### config.mk
export PLATFORM = sky130hd
export DESIGN_NAME = wfm_capture_seq
export DESIGN_NICKNAME = d
export VERILOG_FILES = /design/src/rtl/wfm_capture_seq.sv
export SDC_FILE = /design/constraint.sdc
export NUM_CORES = 1
export LEC_CHECK = 0
export BUFFER_PORTS_ARGS = -buffer_cell sky130_fd_sc_hd__buf_2
export CAP_MARGIN = 20
export CELL_PAD_IN_SITES_DETAIL_PLACEMENT = 1
export CELL_PAD_IN_SITES_GLOBAL_PLACEMENT = 2
export CORE_UTILIZATION = 30
export DETAILED_ROUTE_END_ITERATION = 8
export PLACE_DENSITY_LB_ADDON = 0.1
export SLEW_MARGIN = 0
export SYNTH_ARGS = -nofsm -noshare
export SYNTH_HDL_FRONTEND = slang
export SYNTH_SLANG_ARGS = --single-unit
### constraint.sdc
create_clock -name clk -period 2.45 [get_ports clk]
set_clock_uncertainty 0.15 [all_clocks]
set_input_delay 0.1225 -clock clk [delete_from_list [all_inputs] [get_ports clk]]
set_output_delay 0.1225 -clock clk [all_outputs]
set_load 0.05 [all_outputs]
### src/rtl/wfm_capture_seq.sv
// Capture sequencer for a shared circular waveform buffer: arm -> pre-trigger -> wait -> post-trigger,
// producing RAM write strobes, addresses and round-robin channel selects.
module wfm_capture_seq #(
    parameter int AW   = 9,
    parameter int N_CH = 2,
    parameter int CW   = 1
) (
    input  logic            clk,
    input  logic            rst,
    input  logic            arm,
    input  logic            sw_trig,
    input  logic            ext_trig,
    input  logic [1:0]      trig_sel,
    input  logic [AW-1:0]   pre_len,
    input  logic [7:0]      decim,
    input  logic [N_CH-1:0] ch_mask,
    output logic            wr_en,
    output logic [AW-1:0]   wr_addr,
    output logic [CW-1:0]   wr_ch,
    output logic [1:0]      state,
    output logic            done,
    output logic [AW-1:0]   trig_addr
);

    localparam logic [1:0] S_IDLE = 2'd0;
    localparam logic [1:0] S_PRE  = 2'd1;
    localparam logic [1:0] S_WAIT = 2'd2;
    localparam logic [1:0] S_POST = 2'd3;

    localparam logic [AW:0] DEPTH = {1'b1, {AW{1'b0}}};

    logic [AW-1:0] ptr;
    logic [AW-1:0] ptr_inc;
    logic [7:0]    dcnt;
    logic [AW:0]   postcnt;
    logic          ext_q;
    logic [CW-1:0] rr;
    logic [CW-1:0] cur_ch;
    logic          mask_any;
    logic          tick;
    logic          ext_rise;
    logic          trig_hit;

    // Next enabled channel strictly above cur, wrapping; returns cur if none enabled.
    function automatic logic [CW-1:0] next_set(input logic [CW-1:0] cur, input logic [N_CH-1:0] m);
        logic [CW-1:0] res;
        logic          found;
        int            idx;
        res   = cur;
        found = 1'b0;
        for (int k = 1; k <= N_CH; k++) begin
            idx = (int'(cur) + k) % N_CH;
            if (m[idx] && !found) begin
                res   = CW'(idx);
                found = 1'b1;
            end
        end
        return res;
    endfunction

    function automatic logic [CW-1:0] lowest_set(input logic [N_CH-1:0] m);
        logic [CW-1:0] res;
        res = '0;
        for (int i = N_CH - 1; i >= 0; i--) begin
            if (m[i]) res = CW'(i);
        end
        return res;
    endfunction

    always_comb begin
        mask_any = |ch_mask;
        tick     = (state != S_IDLE) && (dcnt == 8'd0) && mask_any;
        ptr_inc  = ptr + 1'b1;
        ext_rise = ext_trig & ~ext_q;
        // A channel disabled while it is the current pick is skipped, not written.
        cur_ch   = ch_mask[rr] ? rr : next_set(rr, ch_mask);
        trig_hit = 1'b0;
        case (trig_sel)
            2'd0:    trig_hit = sw_trig;
            2'd1:    trig_hit = ext_rise;
            2'd2:    trig_hit = sw_trig | ext_rise;
            default: trig_hit = 1'b1;
        endcase
    end

    always_ff @(posedge clk) begin
        if (rst) ext_q <= 1'b0;
        else     ext_q <= ext_trig;
    end

    always_ff @(posedge clk) begin
        if (rst) begin
            state     <= S_IDLE;
            wr_en     <= 1'b0;
            wr_addr   <= '0;
            wr_ch     <= '0;
            done      <= 1'b0;
            trig_addr <= '0;
            ptr       <= '0;
            dcnt      <= '0;
            postcnt   <= '0;
            rr        <= '0;
        end else if (arm) begin
            state <= (pre_len == '0) ? S_WAIT : S_PRE;
            wr_en <= 1'b0;
            done  <= 1'b0;
            ptr   <= '0;
            dcnt  <= '0;
            rr    <= lowest_set(ch_mask);
        end else begin
            wr_en <= tick;
            // With no channel enabled everything freezes, including the decimation count.
            if (state != S_IDLE && mask_any) begin
                if (tick)              dcnt <= decim;
                else if (dcnt != 8'd0) dcnt <= dcnt - 8'd1;
            end
            if (tick) begin
                wr_addr <= ptr;
                ptr     <= ptr_inc;
                wr_ch   <= cur_ch;
                rr      <= next_set(cur_ch, ch_mask);
            end
            case (state)
                S_PRE: begin
                    if (tick && ptr_inc == pre_len) state <= S_WAIT;
                end
                S_WAIT: begin
                    // A tick on the trigger cycle belongs to the pre-trigger segment.
                    if (trig_hit && mask_any) begin
                        trig_addr <= tick ? ptr_inc : ptr;
                        postcnt   <= DEPTH - {1'b0, pre_len};
                        state     <= S_POST;
                    end
                end
                S_POST: begin
                    if (tick) begin
                        postcnt <= postcnt - 1'b1;
                        if (postcnt == {{AW{1'b0}}, 1'b1}) begin
                            state <= S_IDLE;
                            done  <= 1'b1;
                        end
                    end
                end
                default: ;
            endcase
        end
    end

endmodule
# --- Word level (Yosys, flattened, before mapping) ---
# Index checks and enable logic that the tools add are counted.
totals:
  ram_bits: 0
  input_bits: 26
  mem_count: 0
  elab_cells: 113
  romBits: 0
  register_bits: 52
  latchBits: 0
classes:
  add_sub_neg: 8
  n_bitwise: 8
  reduce_logical: 26
  div: 0
  shift: 0
  mul: 0
  n_mux: 42
  eq_ne: 13
  magnitude_cmp: 5
ops:
  columns: ["op", "n"]
  rows:
  - ["$mux W1", 28]
  - ["$mux W10", 2]
  - ["$pmux W10 S2", 1]
  - ["$mux W8", 2]
  - ["$lt A2 B3 Y1 const B", 4]
  - ["$mux W2", 6]
  - ["$ne A3 B3 Y1 const B", 4]
  - ["$eq A10 B1 Y1 const B", 1]
  - ["$sub A10 B1 Y10 const B", 1]
  - ["$sub A10 B9 Y10 const A", 1]
  - ["$add A9 B1 Y9 const B", 1]
  - ["$eq A9 B9 Y1", 1]
  - ["$logic_not A9 Y1", 1]
  - ["$mux W9", 1]
  - ["$logic_not A8 Y1", 1]
  - ["$reduce_bool A2 Y1", 4]
  - ["$reduce_bool A8 Y1", 1]
  - ["$sub A8 B1 Y8 const B", 1]
  - ["$logic_and A1 B1 Y1", 7]
  - ["$eq A2 B2 Y1 const B", 3]
  - ["$pmux W2 S3", 1]
  - ["$reduce_and A3 Y1", 2]
  - ["$reduce_and A5 Y1", 1]
  - ["$add A1 B1 Y1 const B", 4]
  - ["other kinds (14)", 23]

# --- Depth between registers and ports, before layout ---
# Gate-level depths: netlist of run 1.
logic_depth:
  word_depth: 24
  mapped_depth: 10
  ltp_nobuf: 9

# --- Worst setup path before layout of run 1 ---
# Ideal clock, no wire load.
synth_path:
  path_kind: "reg-to-reg"
  startpoint: "register state[0]"
  endpoint: "register state[0]"
  setup_ns: 0.123
  path_slack_ns: -0.359
  required_time_ns: 2.177
  arrival_ns: 2.535
  path_stages_with_launch: 10
  path_cell_list: "dfxtp_1 > inv_1 > ha_1 > o21ba_2 > and3_1 > buf_2 > nand3_1 > a311o_1 > o31ai_2 > mux2_1"
synth_between:
  elab_chain_len: 6
  elab_cells_between_ends: 15
  classes_between: "eq/ne: 7; mux: 2; reduce/logical: 6"
synth_rtl:
  columns: ["element", "line", "rtl"]
  rows:
  - ["start: declaration", "20", "output logic [1:0] state,"]
  - ["start signal: assignment", "104", "state <= (pre_len == '0) ? S_WAIT : S_PRE;"]
  - ["$reduce_bool A2 Y1", "72", "tick = (state != S_IDLE) && (dcnt == 8'd0) && mask_any;"]
  - ["$logic_and A1 B1 Y1 (2 in series)", "72", null]
  - ["$logic_and A1 B1 Y1", "125", "if (tick && ptr_inc == pre_len) state <= S_WAIT;"]
  - ["$ne A3 B3 Y1 (no line)", null, null]
  - ["$reduce_and A5 Y1 (no line)", null, null]
# Several ways; a longest one is shown, not always the timed one.
# A chain may end at the register's enable or synchronous reset.

# --- Worst setup path after layout of run 1 ---
layout_path:
  startpoint: "register ptr[1]"
  endpoint: "register state[0]"
layout_between:
  elab_chain_len: 5
layout_rtl:
  columns: ["element", "line", "rtl"]
  rows:
  - ["start: declaration", "32", "logic [AW-1:0] ptr;"]
  - ["start signal: assignment", "119", "ptr <= ptr_inc;"]
  - ["$add A9 B1 Y9", "73", "ptr_inc = ptr + 1'b1;"]
  - ["$eq A9 B9 Y1", "125", null]
  - ["$logic_and A1 B1 Y1", "125", null]
  - ["$ne A3 B3 Y1 (no line)", null, null]
  - ["$reduce_and A5 Y1 (no line)", null, null]
# No other way between the ends.

==> impl_metrics.csv, run 1 <==
group,metric,value,unit
clock_tree,worstSkewPairLatency,330,ps
synthesis,synth_fp_nets,426,
synthesis,syn_avg_cell_area,7.84,µm²
routing,routed_wl,9570,µm
final_layout,nNetsFinal,496,
place,portBuffers,48,
clock_tree,cts_tree,"yes",
setup_path,crit_type,"reg2reg",
global_routing,grt_pass1_vias,2791,
final_layout,antennaDiodeCount,0,
synthesis,ys_ff_latch,52,
setup_path,worst-path-buf-inv,1,
setup_path,crit_path_end_kind,"register",
setup_path,worst_path_largest_cell_delay,500,ps
timing,slew_headroom,69.0,%
die,die-width,103,µm
power,p_per_area,531,mW/mm²
timing,max_freq,427,MHz
routing,drt-pass1-iter-count,4,
clock_tree,clock_path_buffers,2,
setup_path,path_delay_family,"compound AO/OA/AOI/OAI gates",
synthesis,ys.flop_type,"dfxtp_1",
clock_tree,clkTransAtPathRegs,110,ps
global_routing,grt_max_degree,21,
power,p_total,2.03,mW
setup_path,path_cells,"ha_4, buf_4, or4_1, o21ai_0, a41oi_2, o31ai_4, mux2_1",
global_routing,grt_pass1_wl,14800,µm
final_layout,regArea,0.00105,mm²
power,leakagePower,1.50,nW
timing,tns,0,ps
timing,finalCritPeriodShare,95.6,%
die,rows,36,
setup_path,crit_path_top_delay_cell,"or4_1",
die,die_area,0.0105,mm²
final_layout,layoutNonFillerInstCount,592,
final_layout,multi_input_area,0.00189,mm²
setup_path,required,2530,ps
clock_tree,cts_buffers,5,
routing,num_vias,3034,
place,dp.cells,573,
routing,vias_per_cell,5.13,
setup_path,crit_arrival,2420,ps
synthesis,synth_edf_count,0,
routing,drtIter0Drc,108,
setup_path,crit_path_max_fanout,7,
routing,drc,0,
final_layout,syn_to_final_growth,25.7,%
global_routing,grt_use_total,18.3,%
synthesis,syn-cell-area,0.00304,mm²
place,dpl.hpwl,7080,µm
power,peakVddDrop,0.000200,V
routing,postRouteAntennaNets,0,
die,die_y,103,µm
final_layout,fill_cells,1235,
timing,report.final.slew_viol_count,0,
global_routing,antenna_found_initial,0,
clock_tree,cts_htree_levels,2,
timing,hold_viol,0,
synthesis,synthArstFlopShare,0,%
status,outcome,"complete, no violations",
timing,fin_crit,2340,ps
setup_path,start_kind,"register",
timing,setup_viol,0,
die,initial_core_util,31.0,%
routing,post_drt_wl_per_cell,16.2,µm
global_routing,grt-ovfl-total,0,
final_layout,drive_above_1_share,25.3,%
hold_path,min-delay-path-class,"in2reg",
clock_tree,cts.sink_count,52,
timing,tightestPinTransition,451,ps
synthesis,synth_cell_types,55,
die,ios,49,
job,max-cap-violations,0,
place,gp_congestion,0.844,
synthesis,yosysWarnings,0,
synthesis,yosysSeqAreaShare,34.2,%
die,core_area,0.00982,mm²
clock_tree,clock_tree.root_cell,"clkbuf_8",
final_layout,postLayoutCoreUtil,38.9,%
synthesis,synthCells,388,
## flip-flops by register name, indices dropped and copies added (netlist names)
name / flops
ptr: 9
trig_addr: 9
wr_addr: 9
rr: 1
wr_en: 1
postcnt: 10
dcnt: 8
wr_ch: 1
done: 1
state: 2
ext_q: 1
## power by group
part,total (mW),switching [mW],leakage [nW],internal [mW]
Sequential,0.906,0.0272,0.424,0.878
Clock,0.549,0.338,0.0463,0.211
Combinational,0.576,0.347,1.03,0.229
## kinds of logic (layout without fill, tap and decap cells)
logic type | count (synthesis) | in the layout | share of synthesized area [%]
xor gates and xnor gates | 24 | 24 | 6.91
buffers and inverters | 42 | 113 | 6.09
adders and majority gates | 13 | 13 | 5.26
DFF | 52 | 52 | 34.2
muxes | 4 | 4 | 1.44
and+or+nand+nor | 158 | 158 | 24.8
AOI/OAI and AO/OA | 95 | 95 | 21.3
## repair_timing
action                     in CTS  in global routing
gates resized for setup         0                 15
setup endpoints to repair       0                  9
hold buffers                    4                  0
setup buffers                   0                  5
hold endpoints to repair        4                  0
## path summary, 6_finish.rpt
path | cells after the start | end | slack (ps) | startpoint
max | 7 | state[0] | 110 | ptr[1]
min reg2reg | 2 | wr_addr[6] | 310 | wr_addr[6]
max reg2reg | 7 | state[0] | 110 | ptr[1]
min | 3 | rr | 8 | ch_mask[1]
## cell usage after synthesis (all sizes together) (5+ instances only)
master | n | area share, %
clkbuf | 11 | 1.4
dfxtp | 52 | 34
nor3 | 10 | 1.8
a211oi | 17 | 4.2
xor2 | 13 | 3.7
nor2 | 52 | 6.4
a21oi | 24 | 3.9
xnor2 | 11 | 3.2
ha | 12 | 4.9
nand2 | 50 | 6.2
nand2b | 7 | 1.4
nor2b | 5 | 1.0
o21ai | 16 | 2.6
buf | 13 | 2.5
a22oi | 9 | 2.2
inv | 18 | 2.2
nand3 | 9 | 1.6
## metrics by stage
| step | hold WS (ps) | area, µm² | worst slack, ps |
|---|---|---|---|
| floorplan | 101 | 3080 | 6.08 |
| global placement | 201 | 3580 | 57.3 |
| detailed placement | 207 | 3580 | 35.8 |
| CTS | 3.87 | 3720 | 11.2 |
| global route | 23.0 | 3820 | -13.2 |
| finish | 8.09 | 3820 | 107 |
## cell type report
class / count / share of cell area [%]
Tap cell: 133 / 4.35
Timing Repair Buffer: 87 / 14.3
Inverter: 18 / 1.77
Sequential cell: 52 / 27.5
Multi-Input combinational cell: 294 / 49.5
Clock buffer: 5 / 1.80
Clock inverter: 3 / 0.720
## per-layer routing
metal / part of all wire [%] / track usage [%] / vias to the layer above
met4: 0.96 / 4.29 / 0
met2: 48 / 30.4 / 50
li1: - / - / 1504
met1: 49 / 24.9 / 1475
met3: 2.4 / 2.92 / 5
met5: 0 / 0 / -
## worst min-delay path, stage by stage
cell	delay, ps
buf_2	150
a31oi_1	110
nor2_1	80
## cells in the final DEF, fill, tap and decap left out, drive strengths merged, types with 4 or more instances in the layout
cell         instances
dfxtp               52
ha                  12
a211oi              17
a21oi               24
o22ai                4
nor2b                5
or4                  4
nand2b               7
nand2               50
dlygate4sd3          4
nor2                52
xor2                13
a22oi                9
and3                 4
nand4                4
clkbuf               5
inv                 19
xnor2               11
nor3                10
o31ai                4
buf                 83
nand3                9
o21ai               16
(Power assumes the default switching activity.)
==> run 2, diff against run 1 <==
- REMOVE_ABC_BUFFERS: default -> 1
==> run 2 against run 1 <==
Setup slack lost 50 ps. Clock power is essentially flat. Critical path depth is the same. Hold slack lost 3.1 ps. Via count shrank 1.3%. Clock-buffer cell count is the same.
==> impl_metrics.csv, run 2 (synthesized netlist as in run 1, its figures left out) <==
group,metric,value,unit
routing,num_vias,2994,
die,ios,49,
clock_tree,cts.sink_count,52,
global_routing,grt_pass1_wl,14800,µm
clock_tree,clkTransAtPathRegs,110,ps
setup_path,setup.worst_path.start,"ptr[0]",
timing,report.final.slew_viol_count,0,
clock_tree,clock_tree.root_cell,"clkbuf_8",
global_routing,grt_max_degree,23,
final_layout,largest_reg_flops,10,
final_layout,layoutNonFillerInstCount,589,
power,seq_power_share,44.5,%
global_routing,grt_pass1_vias,2908,
setup_path,required,2520,ps
place,pre_cts_ws,57.0,ps
setup_path,r2r_start,"ptr[0]",
status,outcome,"complete, no violations",
final_layout,layout_commonest_cell,"nor2_1",
place,dp.cells,571,
setup_path,start_kind,"register",
final_layout,syn_to_final_growth,25.6,%
final_layout,final_cell_mix,"nor2_1, nand2_1, buf_2, dfxtp_1, buf_4",
hold_path,min-delay-path-class,"in2reg",
timing,hold_viol,0,
global_routing,antenna_found_initial,0,
die,core_area,0.00982,mm²
die,die-width,103,µm
clock_tree,cts_buffers,5,
timing,slew_headroom,66.2,%
power,p_sw_share,35.2,%
final_layout,fill_cells,1269,
job,max-cap-violations,0,
setup_path,crit_path_top_delay_cell,"dfxtp_2",
timing,setup_viol,0,
clock_tree,cts_tree,"yes",
routing,routed_wl,9420,µm
setup_path,worst_path_largest_cell_delay,390,ps
setup_path,crit_type,"reg2reg",
final_layout,nNetsFinal,493,
power,peakVddDrop,0.000222,V
timing,timing.final.ws_setup,57.4,ps
routing,drc,0,
place,dpl.hpwl,6940,µm
setup_path,path_cells,"buf_6, and3_4, xnor2_1, or3_1, a311o_1, o31ai_4, mux2_4",
global_routing,grt_use_total,18.1,%
routing,post_drt_wl_per_cell,16.0,µm
power,p_comb_share,28.5,%
setup_path,crit_path_max_fanout,6,
global_routing,grt-ovfl-total,0,
power,leakagePower,1.48,nW
power,p_total,2.03,mW
final_layout,top_register,"postcnt",
clock_tree,cts_htree_levels,2,
setup_path,crit_path_end_kind,"register",
power,power.share.clock,27.0,%
place,gp_congestion,0.796,
die,die_y,103,µm
setup_path,crit_arrival,2460,ps
routing,wl_met1,4690,µm
timing,finalCritPeriodShare,97.7,%
power,p_per_area,532,mW/mm²
die,die_area,0.0105,mm²
place,portBuffers,48,
die,initial_core_util,31.0,%
setup_path,path_delay_family,"compound AO/OA/AOI/OAI gates",
timing,tns,0,ps
final_layout,final_cell_area,0.00382,mm²
final_layout,antennaDiodeCount,0,
final_layout,postLayoutCoreUtil,38.9,%
power,power.internal,1.32,mW
routing,postRouteAntennaNets,0,
timing,fin_crit,2390,ps
routing,wl_met2,4470,µm
timing,timing.hold.ws,4.96,ps
setup_path,worst-path-buf-inv,1,
routing,vias_per_cell,5.08,
power,p_sw,716,µW
routing,drt-pass1-iter-count,4,
hold_path,worstHoldStart,"ch_mask[1]",
routing,routed-wl-met3,176,µm
routing,drtIter0Drc,50,
timing,max_freq,418,MHz
final_layout,drive_above_1_share,26.3,%
place,placed_cell_area,0.00354,mm²
die,rows,36,
routing,top_layer_used,"met4",
timing,tightestPinTransition,503,ps
clock_tree,clock_path_buffers,2,
clock_tree,worstSkewPairLatency,320,ps
## run 2: cell types whose count changed in the layout (fill, tap and decap cells not counted), sizes merged
cell    change
buf         -4
clkbuf      +1
## run 2: power by group through the flow
stage / Clock (mW) / Sequential, mW / Combinational, mW
finish: 0.548 / 0.906 / 0.580
global route: 0.595 / 0.910 / 0.643
CTS: 0.578 / 0.904 / 0.547
detailed placement: 0 / 0.923 / 0.539
global placement: 0 / 0.922 / 0.532
floorplan: 0 / 0.966 / 0.284
## run 2: path summary, 6_finish.rpt
kind | end | slack [ps] | cells past startpoint
worst min register to register | wr_addr[3] | 310 | 2
worst max-delay path | state[0] | 60 | 7
worst max register to register | state[0] | 60 | 7
worst min-delay path | rr | 5 | 3
## run 2: timing repair
| action | CTS | global route |
|---|---|---|
| hold endpoints to repair | 4 | 0 |
| setup buffers | 0 | 5 |
| resized for setup | 0 | 31 |
| hold buffers | 4 | 0 |
| setup endpoints to repair | 0 | 15 |
## run 2: final cells by class
cell class	count	area, µm²	area share, %
clock inverter	3	27.5	0.720
tap	133	166	4.35
inverter	18	67.6	1.77
multi-input combinational	294	1910	50.0
sequential	52	1050	27.5
clock buffer	5	68.8	1.80
timing repair buffer	84	528	13.8
## run 2: worst register-to-register path, stage by stage, from the launching register on
cell     delay (ps)
dfxtp_2         390
buf_6           140
and3_4          200
xnor2_1          60
or3_1           350
a311o_1         390
o31ai_4         290
mux2_4          320
## run 2: per-layer routing
metal	up-vias	global-route usage, %
met5	-	0
met4	0	3.63
met3	7	2.31
met2	31	30.6
met1	1459	24.7
li1	1497	-
==> run 3, diff against run 2 <==
- GPL_ROUTABILITY_DRIVEN: default -> 0
- GPL_TIMING_DRIVEN: default -> 0
==> run 3 against run 2 <==
The run now ends with setup timing left. Critical path depth unchanged. Combinational power increased by 3%. Non-clock buffer count is 12 lower. Maximum frequency fell by 3.1%. Utilization down 0.24 points. Via count fell by 3.1%. Sequential power about the same. Global-route usage decreased by 0.090 points. Power fell by 0.24%. First-iteration DRC count increased by 32%. Sequential share of layout area up 0.50 points. Largest power group unchanged. Highest routed layer unchanged.
==> impl_metrics.csv, run 3 (synthesized netlist as in run 1, its figures left out) <==
group,metric,value,unit
status,outcome,"complete, but fails checks",
status,violations,"setup timing",
setup_path,crit_type,"reg2reg",
global_routing,antenna_found_initial,0,
routing,num_vias,2900,
final_layout,layoutNonFillerInstCount,577,
die,initial_core_util,31.0,%
routing,post_drt_wl_per_cell,15.6,µm
die,ios,49,
power,p_per_area,534,mW/mm²
setup_path,start_kind,"register",
clock_tree,clkTransAtPathRegs,100,ps
hold_path,min_to,"dcnt[4]",
clock_tree,worstSkewPairLatency,310,ps
hold_path,whs_path_depth,3,
setup_path,required,2510,ps
setup_path,r2r_start,"ptr[0]",
setup_path,crit_path_max_fanout,4,
setup_path,reg2reg_slack,-20,ps
place,dpl.hpwl,6240,µm
final_layout,syn_to_final_growth,24.8,%
routing,routed_wl,9020,µm
die,core_area,0.00982,mm²
timing,setup_viol,2,
clock_tree,clock_path_buffers,2,
timing,timing.final.ws_setup,-17.9,ps
power,leakagePower,1.44,nW
timing,slew_headroom,37.7,%
place,dp.cells,547,
routing,drc,0,
final_layout,nNetsFinal,481,
final_layout,antennaDiodeCount,0,
clock_tree,clock_tree.root_cell,"clkbuf_8",
global_routing,grt_pass1_wl,14600,µm
final_layout,final_cell_mix,"nor2_1, nand2_1, buf_2, dfxtp_1, a21oi_1",
place,portBuffers,48,
timing,fin_crit,2470,ps
die,die_area,0.0105,mm²
clock_tree,cts.sink_count,52,
global_routing,grt_pass1_vias,2822,
timing,timing.hold.ws,11.7,ps
final_layout,drive_above_1_share,25.5,%
die,die_y,103,µm
timing,tightestPinTransition,931,ps
power,peakVddDrop,0.000218,V
timing,hold_viol,0,
clock_tree,cts_buffers,5,
die,rows,36,
final_layout,layout_commonest_cell,"nor2_1",
hold_path,worstHoldStart,"decim[4]",
timing,report.final.slew_viol_count,0,
final_layout,largest_reg_flops,10,
die,die-width,103,µm
setup_path,reg2reg_to,"state[1]",
global_routing,grt_max_degree,38,
global_routing,grt-ovfl-total,0,
setup_path,crit_path_end_kind,"register",
timing,finalCritPeriodShare,101,%
setup_path,rr_worst_depth,7,
routing,drt-pass1-iter-count,4,
clock_tree,cts_htree_levels,2,
timing,max_freq,405,MHz
global_routing,grt_use_total,18.0,%
job,max-cap-violations,0,
final_layout,top_register,"postcnt",
timing,tns,-31.2,ps
routing,postRouteAntennaNets,0,
routing,drtIter0Drc,66,
routing,vias_per_cell,5.03,
clock_tree,cts_tree,"yes",
timing,rsz0062_at_grt,"true",
setup_path,crit_arrival,2530,ps
hold_path,min-delay-path-class,"in2reg",
run 3: worst max-delay path by stage:
stage | slack, ps | start | to | depth (start not counted)
global route | -60 | dcnt[1] | state[1] | 9
global placement | -1640 | state[0] | postcnt[9] | 8
detailed placement | -940 | state[0] | state[1] | 8
finish | -20 | ptr[0] | state[1] | 7
floorplan | -1060 | state[0] | postcnt[9] | 8
CTS | -9 | dcnt[0] | state[1] | 9
run 3: cell type report:
type / count / area [µm²]
fillers: 1226 / 6020
multi-input cells: 294 / 1960
flip-flops and latches: 52 / 1060
repair buffers: 72 / 448
well taps: 133 / 166
inverters: 18 / 73.8
clock buffers: 5 / 68.8
clock inverters: 3 / 22.5
run 3: power breakdown:
part           total, mW  switching (mW)  internal, mW  leakage, nW
sequential         0.907          0.0299         0.877        0.427
clock              0.527           0.321         0.206       0.0485
combinational      0.595           0.359         0.235        0.962
run 3: worst max-delay path, stage by stage, from the launching register on:
cell and delay, ps:
dfxtp_4 380, ha_4 170, buf_4 140, or4_1 520, o21ai_0 130, a41oi_2 210
o31ai_4 350, mux2_4 330
run 3: timing repair:
item,4_1_cts,5_1_grt
setup buffers,13,6
hold endpoints to repair,3,0
gates cloned,0,0
resized for setup,26,14
endpoints found under the setup margin,41,14
pin swaps,4,3
hold buffers,3,0
run 3: through the flow:
step | area, µm² | utilization [%] | total power [mW] | setup slack, ps
after CTS | 3700 | 37.7 | 2.02 | -9.01
final | 3800 | 38.7 | 2.03 | -17.9
after detailed placement | 3370 | 34.4 | 1.42 | -943
after global placement | 3330 | 33.9 | 1.40 | -1640
after floorplan | 2930 | - | 1.25 | -1060
after global routing | 3800 | 38.7 | 2.16 | -58.3
run 3: metal layers:
metal,GRT usage (%),routed length [µm]
met1,24.3,4590
met2,30.8,4220
met3,2.31,153
met4,3.52,59
met5,0,0
